File: config.mk
export PLATFORM = sky130hd
export DESIGN_NAME = uart_tx_cfg_flat
export DESIGN_NICKNAME = d
export VERILOG_FILES = /design/src/rtl/uart_pkg.sv /design/src/rtl/uart_tx_cfg_if.sv /design/src/rtl/uart_tx_cfg.sv /design/src/flat_wrapper.sv
export SDC_FILE = /design/constraint.sdc
export NUM_CORES = 1
export LEC_CHECK = 0
export ABC_AREA = 0
export BUFFER_PORTS_ARGS = -buffer_cell sky130_fd_sc_hd__buf_4
export CORE_MARGIN = 2
export CORE_UTILIZATION = 30
export CTS_BUF_LIST = sky130_fd_sc_hd__clkbuf_16
export DETAILED_ROUTE_END_ITERATION = 8
export GPL_TIMING_DRIVEN = 0
export PLACE_DENSITY = 0.56
export SLEW_MARGIN = 25
export SYNTH_ARGS = -nofsm -noshare
export SYNTH_HDL_FRONTEND = slang
export SYNTH_SLANG_ARGS = --single-unit
File: constraint.sdc
create_clock -name clk -period 3.9 [get_ports clk]
set_input_delay 0 -clock clk [delete_from_list [all_inputs] [get_ports clk]]
set_output_delay 0 -clock clk [all_outputs]
set_load 0.05 [all_outputs]
File: src/rtl/uart_pkg.sv
// Shared UART definitions: frame-state encoding, legal word widths and the
// parity helper used by the configurable transmitter (and the planned receiver).
package uart_pkg;

    localparam int ST_W = $clog2(6);

    localparam logic [ST_W-1:0] ST_IDLE   = ST_W'(0);
    localparam logic [ST_W-1:0] ST_WAIT   = ST_W'(1);
    localparam logic [ST_W-1:0] ST_START  = ST_W'(2);
    localparam logic [ST_W-1:0] ST_DATA   = ST_W'(3);
    localparam logic [ST_W-1:0] ST_PARITY = ST_W'(4);
    localparam logic [ST_W-1:0] ST_STOP   = ST_W'(5);

    typedef enum logic [ST_W-1:0] {
        IDLE   = ST_IDLE,
        WAIT   = ST_WAIT,
        START  = ST_START,
        DATA   = ST_DATA,
        PARITY = ST_PARITY,
        STOP   = ST_STOP
    } uart_state_e;

    localparam int DW_MIN = 5;
    localparam int DW_MAX = 9;

    // Narrower words are zero-extended by the caller; zeros do not change the XOR.
    function automatic logic parity_bit(input logic [DW_MAX-1:0] data, input logic odd);
        return (^data) ^ odd;
    endfunction

endpackage

File: src/rtl/uart_tx_cfg_if.sv
// Word handshake, frame configuration, baud tick and serial-line signals of
// the configurable UART transmitter.
interface uart_tx_cfg_if #(
    parameter int DATA_WIDTH = 8
);
    logic                  b_tick;
    logic                  tx_valid;
    logic                  tx_ready;
    logic [DATA_WIDTH-1:0] tx_data;
    logic                  parity_en;
    logic                  parity_odd;
    logic                  stop2;
    logic                  tx_busy;
    logic                  frame_done;
    logic                  tx;

    modport master (
        output b_tick, tx_valid, tx_data, parity_en, parity_odd, stop2,
        input  tx_ready, tx_busy, frame_done, tx
    );

    modport slave (
        input  b_tick, tx_valid, tx_data, parity_en, parity_odd, stop2,
        output tx_ready, tx_busy, frame_done, tx
    );
endinterface

File: src/rtl/uart_tx_cfg.sv
// Configurable UART transmitter: DATA_WIDTH data bits LSB first, optional
// even/odd parity, 1 or 2 stop bits, each bit OSV_RATE baud ticks long.
module uart_tx_cfg
    import uart_pkg::*;
#(
    parameter int DATA_WIDTH = 8,
    parameter int OSV_RATE   = 16
) (
    input  logic         clk,
    input  logic         rst,
    uart_tx_cfg_if.slave bus
);

    localparam int TW = $clog2(OSV_RATE);
    localparam int BW = $clog2(DATA_WIDTH + 1);
    localparam logic [TW-1:0] TICK_LAST = TW'(OSV_RATE - 1);
    localparam logic [BW-1:0] BIT_LAST  = BW'(DATA_WIDTH - 1);

    uart_state_e           state_q;
    logic [TW-1:0]         tick_q;
    logic [BW-1:0]         bit_q;
    logic [DATA_WIDTH-1:0] shift_q;
    logic                  par_en_q;
    logic                  par_q;
    logic                  stop2_q;
    logic                  tx_q;
    logic                  busy_q;
    logic                  done_q;
    logic                  bit_end;

    assign bit_end         = bus.b_tick && (tick_q == TICK_LAST);
    assign bus.tx_ready    = (state_q == IDLE);
    assign bus.tx          = tx_q;
    assign bus.tx_busy     = busy_q;
    assign bus.frame_done  = done_q;

    always_ff @(posedge clk or posedge rst) begin
        if (rst) begin
            state_q  <= IDLE;
            tick_q   <= '0;
            bit_q    <= '0;
            shift_q  <= '0;
            par_en_q <= 1'b0;
            par_q    <= 1'b0;
            stop2_q  <= 1'b0;
            tx_q     <= 1'b1;
            busy_q   <= 1'b0;
            done_q   <= 1'b0;
        end else begin
            done_q <= 1'b0;

            // Line level trails the state by one clk.
            unique case (state_q)
                START:   tx_q <= 1'b0;
                DATA:    tx_q <= shift_q[0];
                PARITY:  tx_q <= par_q;
                default: tx_q <= 1'b1;
            endcase

            if (state_q != IDLE && state_q != WAIT && bus.b_tick)
                tick_q <= (tick_q == TICK_LAST) ? '0 : tick_q + TW'(1);

            unique case (state_q)
                IDLE: begin
                    if (bus.tx_valid) begin
                        shift_q  <= bus.tx_data;
                        par_en_q <= bus.parity_en;
                        par_q    <= parity_bit(DW_MAX'(bus.tx_data), bus.parity_odd);
                        stop2_q  <= bus.stop2;
                        busy_q   <= 1'b1;
                        state_q  <= WAIT;
                    end
                end
                // A tick on the accept edge is seen in IDLE, so it never counts here.
                WAIT: begin
                    if (bus.b_tick) begin
                        tick_q  <= '0;
                        state_q <= START;
                    end
                end
                START: begin
                    if (bit_end) state_q <= DATA;
                end
                DATA: begin
                    if (bit_end) begin
                        shift_q <= shift_q >> 1;
                        if (bit_q == BIT_LAST) begin
                            bit_q   <= '0;
                            state_q <= par_en_q ? PARITY : STOP;
                        end else begin
                            bit_q <= bit_q + BW'(1);
                        end
                    end
                end
                PARITY: begin
                    if (bit_end) state_q <= STOP;
                end
                STOP: begin
                    if (bit_end) begin
                        // bit_q marks that the first of two stop bits is done.
                        if (stop2_q && bit_q == '0) begin
                            bit_q <= BW'(1);
                        end else begin
                            bit_q   <= '0;
                            tick_q  <= '0;
                            busy_q  <= 1'b0;
                            done_q  <= 1'b1;
                            state_q <= IDLE;
                        end
                    end
                end
                default: state_q <= IDLE;
            endcase
        end
    end

endmodule

File: src/flat_wrapper.sv
// flat-port wrapper written by rule: the top's interface ports become plain ports
module uart_tx_cfg_flat import uart_pkg::*;
#(
    parameter int DATA_WIDTH = 8,
    parameter int OSV_RATE   = 16
)
  (clk, rst, bus_b_tick, bus_tx_valid, bus_tx_data, bus_parity_en, bus_parity_odd, bus_stop2, bus_tx_ready, bus_tx_busy, bus_frame_done, bus_tx);
  uart_tx_cfg_if #(.DATA_WIDTH(DATA_WIDTH)) bus_i ();
  input  logic clk;
  input  logic rst;
  input wire logic [$bits(bus_i.b_tick)-1:0] bus_b_tick;
  input wire logic [$bits(bus_i.tx_valid)-1:0] bus_tx_valid;
  input wire logic [$bits(bus_i.tx_data)-1:0] bus_tx_data;
  input wire logic [$bits(bus_i.parity_en)-1:0] bus_parity_en;
  input wire logic [$bits(bus_i.parity_odd)-1:0] bus_parity_odd;
  input wire logic [$bits(bus_i.stop2)-1:0] bus_stop2;
  output wire logic [$bits(bus_i.tx_ready)-1:0] bus_tx_ready;
  output wire logic [$bits(bus_i.tx_busy)-1:0] bus_tx_busy;
  output wire logic [$bits(bus_i.frame_done)-1:0] bus_frame_done;
  output wire logic [$bits(bus_i.tx)-1:0] bus_tx;
  assign bus_i.b_tick = bus_b_tick;
  assign bus_i.tx_valid = bus_tx_valid;
  assign bus_i.tx_data = bus_tx_data;
  assign bus_i.parity_en = bus_parity_en;
  assign bus_i.parity_odd = bus_parity_odd;
  assign bus_i.stop2 = bus_stop2;
  assign bus_tx_ready = bus_i.tx_ready;
  assign bus_tx_busy = bus_i.tx_busy;
  assign bus_frame_done = bus_i.frame_done;
  assign bus_tx = bus_i.tx;
  uart_tx_cfg #(.DATA_WIDTH(DATA_WIDTH), .OSV_RATE(OSV_RATE)) u_core (.clk(clk), .rst(rst), .bus(bus_i));
endmodule
Yosys cells after proc, flatten, opt, wreduce, memory -nomap -nowiden
Cells that the tools add are included.
{"block": "totals", "regBits": 25, "inputBits": 15}
{"block": "op_classes", "add_sub_neg": 2, "eq_ne": 16, "muxes": 32, "n_bitwise": 1, "reduce_logical": 16}
{"cell": "two-way mux 4 bit", "count": 8}
{"cell": "two-way mux 3 bit", "count": 8}
{"cell": "one-hot mux 3 bit (6 select lines)", "count": 1}
{"cell": "two-way mux 8 bit", "count": 2}
{"cell": "one-hot mux 4 bit (2 select lines)", "count": 2}
{"cell": "one-hot mux 8 bit (2 select lines)", "count": 1}
{"cell": "!= test 2 x 1 -> 1 bit, second input constant", "count": 5}
{"cell": "XOR reduction 9 bit", "count": 1}
{"cell": "adder 4 x 1 -> 4 bit, second input constant", "count": 2}
{"cell": "two-way mux 1 bit", "count": 8}
{"cell": "AND reduction 8 bit", "count": 1}
{"cell": "== test 3 x 2 -> 1 bit, second input constant", "count": 2}
{"cell": "== test 3 bit, second input constant", "count": 2}
{"cell": "!= test 2 bit, second input constant", "count": 3}
{"cell": "AND reduction 3 bit", "count": 2}
{"cell": "nonzero test 2 bit", "count": 3}
{"cell": "== test 4 x 3 -> 1 bit, second input constant", "count": 1}
{"cell": "== test 4 bit, second input constant", "count": 1}
{"cell": "logical AND 1 bit", "count": 4}
{"cell": "zero test 4 bit", "count": 1}
{"cell": "AND reduction 4 bit", "count": 1}
{"cell": "== test 3 x 1 -> 1 bit, second input constant", "count": 1}
{"cell": "zero test 3 bit", "count": 1}
{"cell": "!= test 3 x 1 -> 1 bit, second input constant", "count": 1}
{"cell": "other kinds (5)", "count": 5}

Logic depth before layout (Yosys ltp)
Gate-level depths: netlist of the first run.
{"block": "depth", "depth_word": 7, "ltp_mapped": 6, "ltp_nobuf": 6}

Least setup slack after synthesis of the first run
OpenSTA, ideal clock, no wires.
{"block": "synth_path", "path_kind": "reg2reg", "start": "register u_core.state_q[0]", "end": "register u_core.par_en_q", "setup_ns": 0.125, "t_arrival_ns": 2.458, "required_ns": 3.775, "slack_ns": 1.317, "path_stages_with_launch": 5, "path_buffers": 1, "period_less_slack_ns": 2.583, "path_cell_list": "dfrtp_1 > buf_2 > nor3_1 > nand2_1 > mux2_2"}
{"block": "synth_between", "elab_chain_cells": 2}
{"element": "start: declaration", "line": "uart_tx_cfg.sv:19", "text": "uart_state_e state_q;"}
{"element": "start signal: assignment", "line": "uart_tx_cfg.sv:89", "text": "state_q <= par_en_q ? PARITY : STOP;"}
{"element": "zero test 3 bit"}
{"element": "net bus_tx_ready", "line": "flat_wrapper.sv:17", "text": "output wire logic [$bits(bus_i.tx_ready)-1:0] bus_tx_ready;"}
{"element": "AND reduction 2 bit (no line)"}
{"element": "end signal: assignment", "line": "uart_tx_cfg.sv:67", "text": "par_en_q <= bus.parity_en;"}
{"element": "end: declaration", "line": "uart_tx_cfg.sv:23", "text": "logic par_en_q;"}
The timed path passes the listed nets, and every way through them passes these cells.
A chain may end at the register's enable or synchronous reset.

Worst setup path in the final report of the first run
{"block": "layout_path", "start": "register u_core.tick_q[0]", "end": "register u_core.shift_q[6]"}
{"block": "layout_between", "elab_chain_cells": 4}
{"element": "start: declaration", "line": "uart_tx_cfg.sv:20", "text": "logic [TW-1:0] tick_q;"}
{"element": "start signal: assignment", "line": "uart_tx_cfg.sv:61", "text": "tick_q <= (tick_q == TICK_LAST) ? '0 : tick_q + TW'(1);"}
{"element": "== test 4 bit", "line": "uart_tx_cfg.sv:31", "text": "assign bit_end = bus.b_tick && (tick_q == TICK_LAST);"}
{"element": "logical AND 1 bit", "line": "uart_tx_cfg.sv:31"}
{"element": "!= test 2 x 1 -> 1 bit (no line)"}
{"element": "AND reduction 3 bit (no line)"}
{"element": "end signal: assignment", "line": "uart_tx_cfg.sv:66", "text": "shift_q <= bus.tx_data;"}
{"element": "end signal: assignment", "line": "uart_tx_cfg.sv:86", "text": "shift_q <= shift_q >> 1;"}
{"element": "end: declaration", "line": "uart_tx_cfg.sv:22", "text": "logic [DATA_WIDTH-1:0] shift_q;"}
No other way between the ends.

==> out/results.tsv, run 1 <==
metric	value	unit
endpoint_kind	flip-flop	
cts_buffers	3	
power.switching	0.000437	W
synth_cell_type_count	35	
async_flop_share	100	%
switching_share	38.3	%
worstSetupStartpointType	flip-flop	
fmax	506	MHz
rows	25	
p_leak	0.777	nW
n_antenna_cell	0	
routedWlPerCell	13.0	um
yosysWarnings	0	
synth.avg_cell_area	9.23	um^2
cts_max_path_buffers	2	
firstDrtPassIters	4	
setup_viol	0	
antenna_found_initial	0	
dieArea	5340	um^2
finalHoldViolations	0	
cts-root-buf	clkbuf_16	
cts_resized	0	
drive_gt1_share	21.7	%
pwr-share-clk	20.6	%
dp.final_hpwl	2190	um
power.internal	0.000705	W
cts-htree-levels	1	
critPathKind	flip-flop to flip-flop	
yosysMostFrequentCell	nand2_1	
grt_overflow	0	
synthTopCellsByArea	dfrtp_1 (42%), nand2_1 (8.9%), mux2_2 (7.1%)	
ys_seq_elements	25	
route.detailed.drc	0	
drt_wl_total	3030	um
min_period	1.98	ns
synthToLayoutAreaGrowth	21.9	%
holdBufCountCts	2	
clkTransAtPathRegs	0.07	ns
io_pins	19	
post-cts-setup-buffers	0	
synth_ff_type	dfrtp_1	
grt_usage	12.0	%
rrSetupSlack	1.92	ns
required	4.05	ns
initial_core_util	30.7	%
fin_crit_sh	50.7	%
routed_via_density	5.04	
setup_tns	0	ns
hp-class	primary input to flip-flop	
netlist_area	1430	um^2
finalClockSkew	0.00400	ns
drv_cap	0	
timing.slew.headroom	36.4	%
vdd_ir_drop_max	0.247	mV
gp_routability_congestion	0.737	
final_cell_area	1740	um^2
run_status	complete, no violations	
critPathMaxFanout	7	
cts.sinks	25	
core-area	4660	um^2
worstMarginPinSlew	0.930	ns
grt_pass1_vias	1054	
ant_nets	0	
port_buffers	18	
ys_seq_area_share	43.8	%
grt_pass1_wl	4930	um
num_vias	1180	
die_h	73.0	um
p_per_area	655	nW/um^2
rsz0062_at_grt	no	
seqPwrFrac	36.5	%
synth_largest_area_cell	dfrtp_1	
utilization	37.4	%
synth_fp_nets	173	
synth-edff-count	0	
cts_tree	done	
die_x	73.0	um
synthTopCellsByCount	nand2_1 (34), dfrtp_1 (24), o21ai_0 (12), a21oi_1 (9), mux2_2 (9)	
finalNetCount	199	
synth_top_area_share	42.0	%
placed_cell_area	1630	um^2
grt_max_degree	26	
p_comb_share	42.9	%
fill_cells	458	
slew_violations	0	
clock_latency	0.26	ns
synth_cells	155	
first_iter_violations	71	
critical_path_arrival	2.12	ns
==> placed cells by master, fill, tap and decap left out, types with 3 or more instances in the layout <==
cell,Yosys,final
mux2_2,9,9
nand3b_1,3,3
nand2b_1,4,4
nand3_1,3,3
o22ai_1,3,3
nor3_1,4,4
clkbuf_16,0,3
buf_4,0,18
dfrtp_1,24,24
xnor2_1,4,4
o21ai_0,12,12
inv_1,5,4
dlygate4sd3_1,0,3
ha_1,3,3
buf_2,3,3
a21oi_1,9,9
o21a_1,3,3
nor2_1,6,6
nand2_1,34,34
==> sequential cells by signal (all words and copies together), names as in the netlist <==
register / flops
u_core.state_q: 3
u_core.stop2_q: 1
u_core.tick_q: 4
u_core.shift_q: 8
u_core.bus.frame_done: 1
u_core.bus.tx: 1
u_core.bus.tx_busy: 1
u_core.bit_q: 4
u_core.par_q: 1
u_core.par_en_q: 1
==> cells by family after synthesis <==
logic type	share of synthesized area (%)
muxes	7.09
buffers and inverters	2.89
AOI/OAI and AO/OA	17.6
and+or+nand+nor	20.7
adders and majority gates	2.62
xor gates and xnor gates	5.25
DFF	43.8
==> metrics by stage <==
stage                     std cells  worst slack (ns)  hold slack (ns)  power [W]
after floorplan                 155              1.32           0.0266   0.000790
after global placement          227              1.95            0.234   0.000906
after detailed placement        227              1.95            0.241   0.000909
after CTS                       233              1.93          0.00685    0.00115
after global routing            234              1.79           0.0126    0.00123
final                           234              1.92          0.00206    0.00114
==> worst max-delay path, stage by stage (launching register included) <==
cell and delay (ns):
dfrtp_1 0.41, ha_1 0.25, and4_1 0.30, nand3_1 0.11, a21oi_2 0.39, mux2_2 0.39
==> power by group through the flow <==
stage | clock network, W | registers [W] | logic, W
6_report | 0.000235 | 0.000417 | 0.000490
5_1_grt | 0.000248 | 0.000431 | 0.000549
4_1_cts | 0.000240 | 0.000417 | 0.000491
3_5_place_dp | 0 | 0.000420 | 0.000490
3_3_place_gp | 0 | 0.000418 | 0.000488
2_1_floorplan | 0 | 0.000420 | 0.000370
==> final timing paths <==
check	start	to	depth (start not counted)
max	u_core.tick_q[0]	u_core.shift_q[6]	5
min reg2reg	u_core.par_en_q	u_core.par_en_q	1
max in group asynchronous	rst	u_core.bus.tx	3
min in group asynchronous	rst	u_core.shift_q[3]	3
min	bus_tx_valid	u_core.bus.tx_busy	3
max reg2reg	u_core.tick_q[0]	u_core.shift_q[6]	5
==> cell type report <==
cell class	instances	area (um^2)	area share (%)
Clock inverter	1	5.00	0.287
Tap cell	54	67.6	3.88
Sequential cell	25	627	36.0
Inverter	5	18.8	1.08
Buffer	5	22.5	1.29
Multi-Input combinational cell	120	762	43.7
Clock buffer	3	75.1	4.31
Timing Repair Buffer	21	165	9.48
==> routing by layer <==
layer	share of wire [%]	vias to the layer above	wire (um)	GRT usage, %
met5	0	-	0	0
met4	1.3	0	40	3.70
met3	2.5	4	77	2.49
met2	46	14	1380	19.1
met1	51	563	1530	16.3
li1	-	599	-	-
Note: power is estimated with default switching activity, not from simulation.
==> run 2, diff against run 1 <==
==> constraint.sdc (replaced) <==
create_clock -name clk -period 2 [get_ports clk]
set_input_delay 0 -clock clk [delete_from_list [all_inputs] [get_ports clk]]
set_output_delay 0 -clock clk [all_outputs]
set_load 0.05 [all_outputs]
==> run 2 against run 1 <==
Worst hold slack improved by 0.0078 ns. Setup slack worse by 1.8 ns. Via count grew 2.8%. Utilization up 0.48 points. Clock skew barely moved. Clock power is 96% higher. First-iteration DRC count shrank 44%. Clock-buffer cell count unchanged. Critical path type unchanged. Critical endpoint unchanged. Largest power group unchanged. Highest routed layer unchanged.
==> out/results.tsv, run 2 (same netlist as run 1, synthesis figures left out) <==
metric	value	unit
die_h	73.0	um
drt_wl_total	3090	um
drive_gt1_share	22.8	%
die_x	73.0	um
critPathMaxFanout	7	
core-area	4660	um^2
slew_violations	0	
timing.slew.headroom	32.3	%
synthToLayoutAreaGrowth	23.4	%
pre_cts_ws	0.0338	ns
min_period	1.90	ns
final_cell_area	1770	um^2
drv_cap	0	
cts.sinks	25	
final_common_cell	nand2_1	
routed_via_density	5.18	
top_register	u_core.shift_q	
cts_buffers	3	
dp.final_hpwl	2250	um
largest_reg_flops	8	
n_antenna_cell	0	
final-seq-area	627	um^2
worstMarginPinSlew	0.990	ns
crit_path_top_delay_cell	dfrtp_1	
cp_cell_sequence	ha_1 -> and4_2 -> nand3_1 -> a21oi_4 -> mux2_2	
antenna_found_initial	0	
finalNetCount	199	
rrSetupSlack	0.1	ns
hp-class	primary input to flip-flop	
finalHoldViolations	0	
multi_input_comb_area	782	um^2
dieArea	5340	um^2
max_stage_delay	0.41	ns
critPathKind	flip-flop to flip-flop	
cts_max_path_buffers	2	
clock_latency	0.26	ns
io_pins	19	
grt_pass1_vias	1133	
setup_tns	0	ns
postLayoutSetupSlackWorst	0.0996	ns
grt_usage	12.3	%
rsz0062_at_grt	no	
port_buffers	18	
cts-htree-levels	1	
utilization	37.9	%
fill_cells	476	
cts-root-buf	clkbuf_16	
gp_routability_congestion	0.780	
critical_path_arrival	2.05	ns
ant_nets	0	
fin_crit_sh	95.0	%
p_per_area	1280	nW/um^2
firstDrtPassIters	4	
route.detailed.drc	0	
clkTransAtPathRegs	0.07	ns
first_iter_violations	40	
setup_viol	0	
grt_max_degree	26	
p_leak	0.776	nW
endpoint_kind	flip-flop	
worstSetupStartpointType	flip-flop	
placed_cell_area	1640	um^2
rows	25	
vdd_ir_drop_max	0.457	mV
finalClockSkew	0.00395	ns
num_vias	1213	
cts_tree	done	
top_regs	u_core.shift_q (8), u_core.bit_q (4), u_core.tick_q (4)	
grt_overflow	0	
routedWlPerCell	13.2	um
run_status	complete, no violations	
fmax	526	MHz
p_total	0.00226	W
initial_core_util	30.7	%
grt_pass1_wl	5140	um
required	2.15	ns
final_cell_mix	nand2_1 (34), dfrtp_1 (24), buf_4 (18)	
-- run 2: cell count changes in the layout (fill, tap and decap cells not counted), sizes merged --
cell      before  now
clkinv         1    0
clkinvlp       0    1
-- run 2: per-stage QoR --
| step | hold WS [ns] | instances |
|---|---|---|
| final | 0.00989 | 234 |
| after detailed placement | 0.237 | 227 |
| after global placement | 0.234 | 227 |
| after global routing | 0.0228 | 234 |
| after CTS | 0.0100 | 233 |
| after floorplan | 0.0266 | 155 |
-- run 2: power by group --
part           total [W]  internal [W]  switching (W)  leakage, nW
clock network   0.000460      0.000272       0.000188       0.0371
logic           0.000987      0.000427       0.000560        0.442
registers       0.000813      0.000688       0.000124        0.297
-- run 2: what timing repair did --
item | 4_1_cts | 5_1_grt
hold buffers | 2 | 1
setup endpoints to repair | 0 | 7
endpoints found under the hold margin | 2 | 24
resized for setup | 0 | 2
setup buffers | 0 | 0
-- run 2: metal layers --
metal  GRT usage [%]  up-vias  share of wire, %
li1                -      603                 -
met1            17.1      586                48
met2            18.4       19                47
met3            2.21        5               2.7
met4            5.56        0               1.9
met5               0        -                 0
-- run 2: critical path: cells and delay by family, from the launching register on --
kind | cells | cell delay [ns]
AND/OR/NAND/NOR | 2 | 0.44
AO/OA/AOI/OAI | 1 | 0.31
flip-flops | 1 | 0.41
multiplexers | 1 | 0.37
adder cells (fa/ha/maj) | 1 | 0.25
-- run 2: area by class of cell --
| cell class | count | area share (%) |
|---|---|---|
| Buffer | 5 | 1.28 |
| Clock buffer | 3 | 4.25 |
| Clock inverter | 1 | 0.425 |
| Inverter | 5 | 1.06 |
| Multi-Input combinational cell | 120 | 44.3 |
| Sequential cell | 25 | 35.5 |
| Tap cell | 54 | 3.83 |
| Timing Repair Buffer | 21 | 9.36 |
-- run 2: worst paths after layout --
check | startpoint | endpoint | depth (start not counted)
max in group asynchronous | rst | u_core.bus.tx | 3
min | bus_tx_valid | u_core.bus.tx_busy | 3
min in group asynchronous | rst | u_core.shift_q[3] | 3
max | u_core.tick_q[0] | u_core.shift_q[6] | 5
max reg2reg | u_core.tick_q[0] | u_core.shift_q[6] | 5
min reg2reg | u_core.bus.tx_busy | u_core.bus.tx_busy | 2
==> run 3, diff against run 2 <==
--- a/config.mk
+++ b/config.mk
@@ -7,9 +7,9 @@
 export LEC_CHECK = 0
 export ABC_AREA = 0
 export BUFFER_PORTS_ARGS = -buffer_cell sky130_fd_sc_hd__buf_4
-export CORE_MARGIN = 2
 export CORE_UTILIZATION = 30
 export CTS_BUF_LIST = sky130_fd_sc_hd__clkbuf_16
+export CTS_CLUSTER_SIZE = 10
 export DETAILED_ROUTE_END_ITERATION = 8
 export GPL_TIMING_DRIVEN = 0
 export PLACE_DENSITY = 0.56
==> run 3 against run 2 <==
First-iteration DRC count up 30%. Worst hold slack better by 0.0063 ns. Sequential share of layout area up 0.096 points. Clock skew is 0.0027 ns lower. Critical path depth is 1 higher. Register-to-register slack gained 0.02 ns. Setup slack better by 0.024 ns. Sequential cell count did not move. Clock-buffer cell count did not move. Die area decreased by 5.4%. Via count decreased by 0.82%. Non-clock buffer count unchanged. Critical path type unchanged. Largest power group unchanged.
==> out/results.tsv, run 3 (same netlist as run 1, synthesis figures left out) <==
metric	value	unit
fin_crit_sh	93.8	%
gp_routability_congestion	0.841	
die_h	71.0	um
num_vias	1203	
finalNetCount	199	
drive_gt1_share	23.9	%
switching_share	38.6	%
worstMarginPinSlew	0.863	ns
critPathMaxFanout	4	
min-delay-start	bus_tx_data[7]	
hp-class	primary input to flip-flop	
route.detailed.drc	0	
fill_cells	438	
power.internal	0.00139	W
routedWlPerCell	13.6	um
critical_path_arrival	2.02	ns
finalClockSkew	0.00124	ns
n_antenna_cell	0	
postLayoutSetupSlackWorst	0.124	ns
holdPathStages	3	
grt_pass1_wl	5510	um
cts_tree	done	
slew_violations	0	
worstSetupStartpointType	flip-flop	
final-seq-area	628	um^2
seqPwrFrac	36.4	%
finalHoldViolations	0	
timing.slew.headroom	41.0	%
largest_reg_flops	8	
dieArea	5050	um^2
power.switching	0.000874	W
cts-root-buf	clkbuf_16	
cts.sinks	25	
r2r_start	u_core.bit_q[0]	
cts-htree-levels	1	
p_comb_share	43.7	%
cts_buffers	3	
run_status	complete, no violations	
firstDrtPassIters	6	
min_period	1.88	ns
die_x	71.0	um
first_iter_violations	52	
rrSetupSlack	0.12	ns
grt_usage	13.6	%
top_regs	u_core.shift_q (8), u_core.bit_q (4), u_core.tick_q (4)	
rsz0062_at_grt	no	
dp.final_hpwl	2260	um
rr_worst_depth	6	
r2r-end	u_core.state_q[0]	
p_per_area	1280	nW/um^2
p_leak	0.777	nW
final_cell_mix	nand2_1 (34), dfrtp_1 (23), buf_4 (18)	
pre_cts_ws	0.0203	ns
vdd_ir_drop_max	0.585	mV
rows	24	
required	2.15	ns
cts_max_path_buffers	2	
port_buffers	18	
top_register	u_core.shift_q	
post-cts-setup-buffers	0	
antenna_found_initial	0	
fmax	533	MHz
pwr-share-clk	19.9	%
clkTransAtPathRegs	0.07	ns
drt_wl_total	3160	um
routed_via_density	5.19	
initial_core_util	32.0	%
hold_ws	0.0162	ns
synthToLayoutAreaGrowth	23.4	%
grt_overflow	0	
critPathKind	flip-flop to flip-flop	
final_common_cell	nand2_1	
endpoint_kind	flip-flop	
multi_input_comb_area	785	um^2
io_pins	19	
grt_max_degree	26	
setup_viol	0	
core-area	4470	um^2
setup_tns	0	ns
clock_latency	0.26	ns
whs_endpoint	u_core.shift_q[7]	
ant_nets	0	
grt_pass1_vias	1216	
drv_cap	0	
## run 3: cell count changes in the layout (fill, tap and decap cells not counted)
cell / delta
ha_2: +1
clkinvlp_4: -1
clkinv_2: +1
dfrtp_2: +1
ha_1: -1
dfrtp_1: -1
## run 3: through the flow
step,cell area (um^2),std cells,util (%),power (W)
after CTS,1750,231,39.1,0.00227
after floorplan,1440,155,-,0.00156
final,1760,232,39.4,0.00226
after global routing,1760,232,39.4,0.00243
after detailed placement,1640,225,36.7,0.00180
after global placement,1640,225,36.7,0.00177
## run 3: timing repair
action                     4_1_cts  5_1_grt
pin swaps                        0        1
hold endpoints to repair         2       24
setup endpoints to repair        1        7
hold buffers                     2        1
gates resized for setup          1        3
## run 3: final cells by class
cell class	instances	area share, %
plain buffers	5	1.28
flip-flops and latches	25	35.6
inverters	5	1.06
well taps	52	3.69
clock inverters	1	0.284
repair buffers	21	9.36
multi-input cells	120	44.5
clock buffers	3	4.26
## run 3: worst max path at each step
stage               cells past startpoint                end  slack [ns]              start
finish                                  6  u_core.state_q[0]        0.12    u_core.bit_q[0]
global route                            5  u_core.shift_q[5]        0.04   u_core.tick_q[0]
CTS                                     5  u_core.shift_q[4]        0.09   u_core.tick_q[0]
detailed placement                      5  u_core.shift_q[4]        0.02   u_core.tick_q[0]
global placement                        5  u_core.shift_q[6]        0.05   u_core.tick_q[0]
floorplan                               4    u_core.par_en_q        0.25  u_core.state_q[0]
## run 3: power groups by stage
stage,combinational [W],sequential (W),clock (W)
floorplan,0.000741,0.000823,0
global placement,0.000958,0.000816,0
detailed placement,0.000974,0.000822,0
CTS,0.000991,0.000819,0.000458
global route,0.00111,0.000849,0.000479
finish,0.000988,0.000824,0.000451
## run 3: layer usage
metal | up-vias | global-route usage (%) | wire length (um) | share of wire, %
met5 | - | 0 | 0 | 0
met4 | 0 | 4.22 | 0 | 0
met3 | 0 | 2.14 | 66 | 2.1
met2 | 19 | 21.6 | 1520 | 48
met1 | 584 | 19.0 | 1570 | 50
li1 | 600 | - | - | -
## run 3: critical path, stage by stage (launching register included)
cell and delay, ns:
dfrtp_1 0.38, inv_1 0.08, ha_1 0.19, and4bb_2 0.27, a22o_1 0.23, or3_1 0.44, o22a_1 0.18
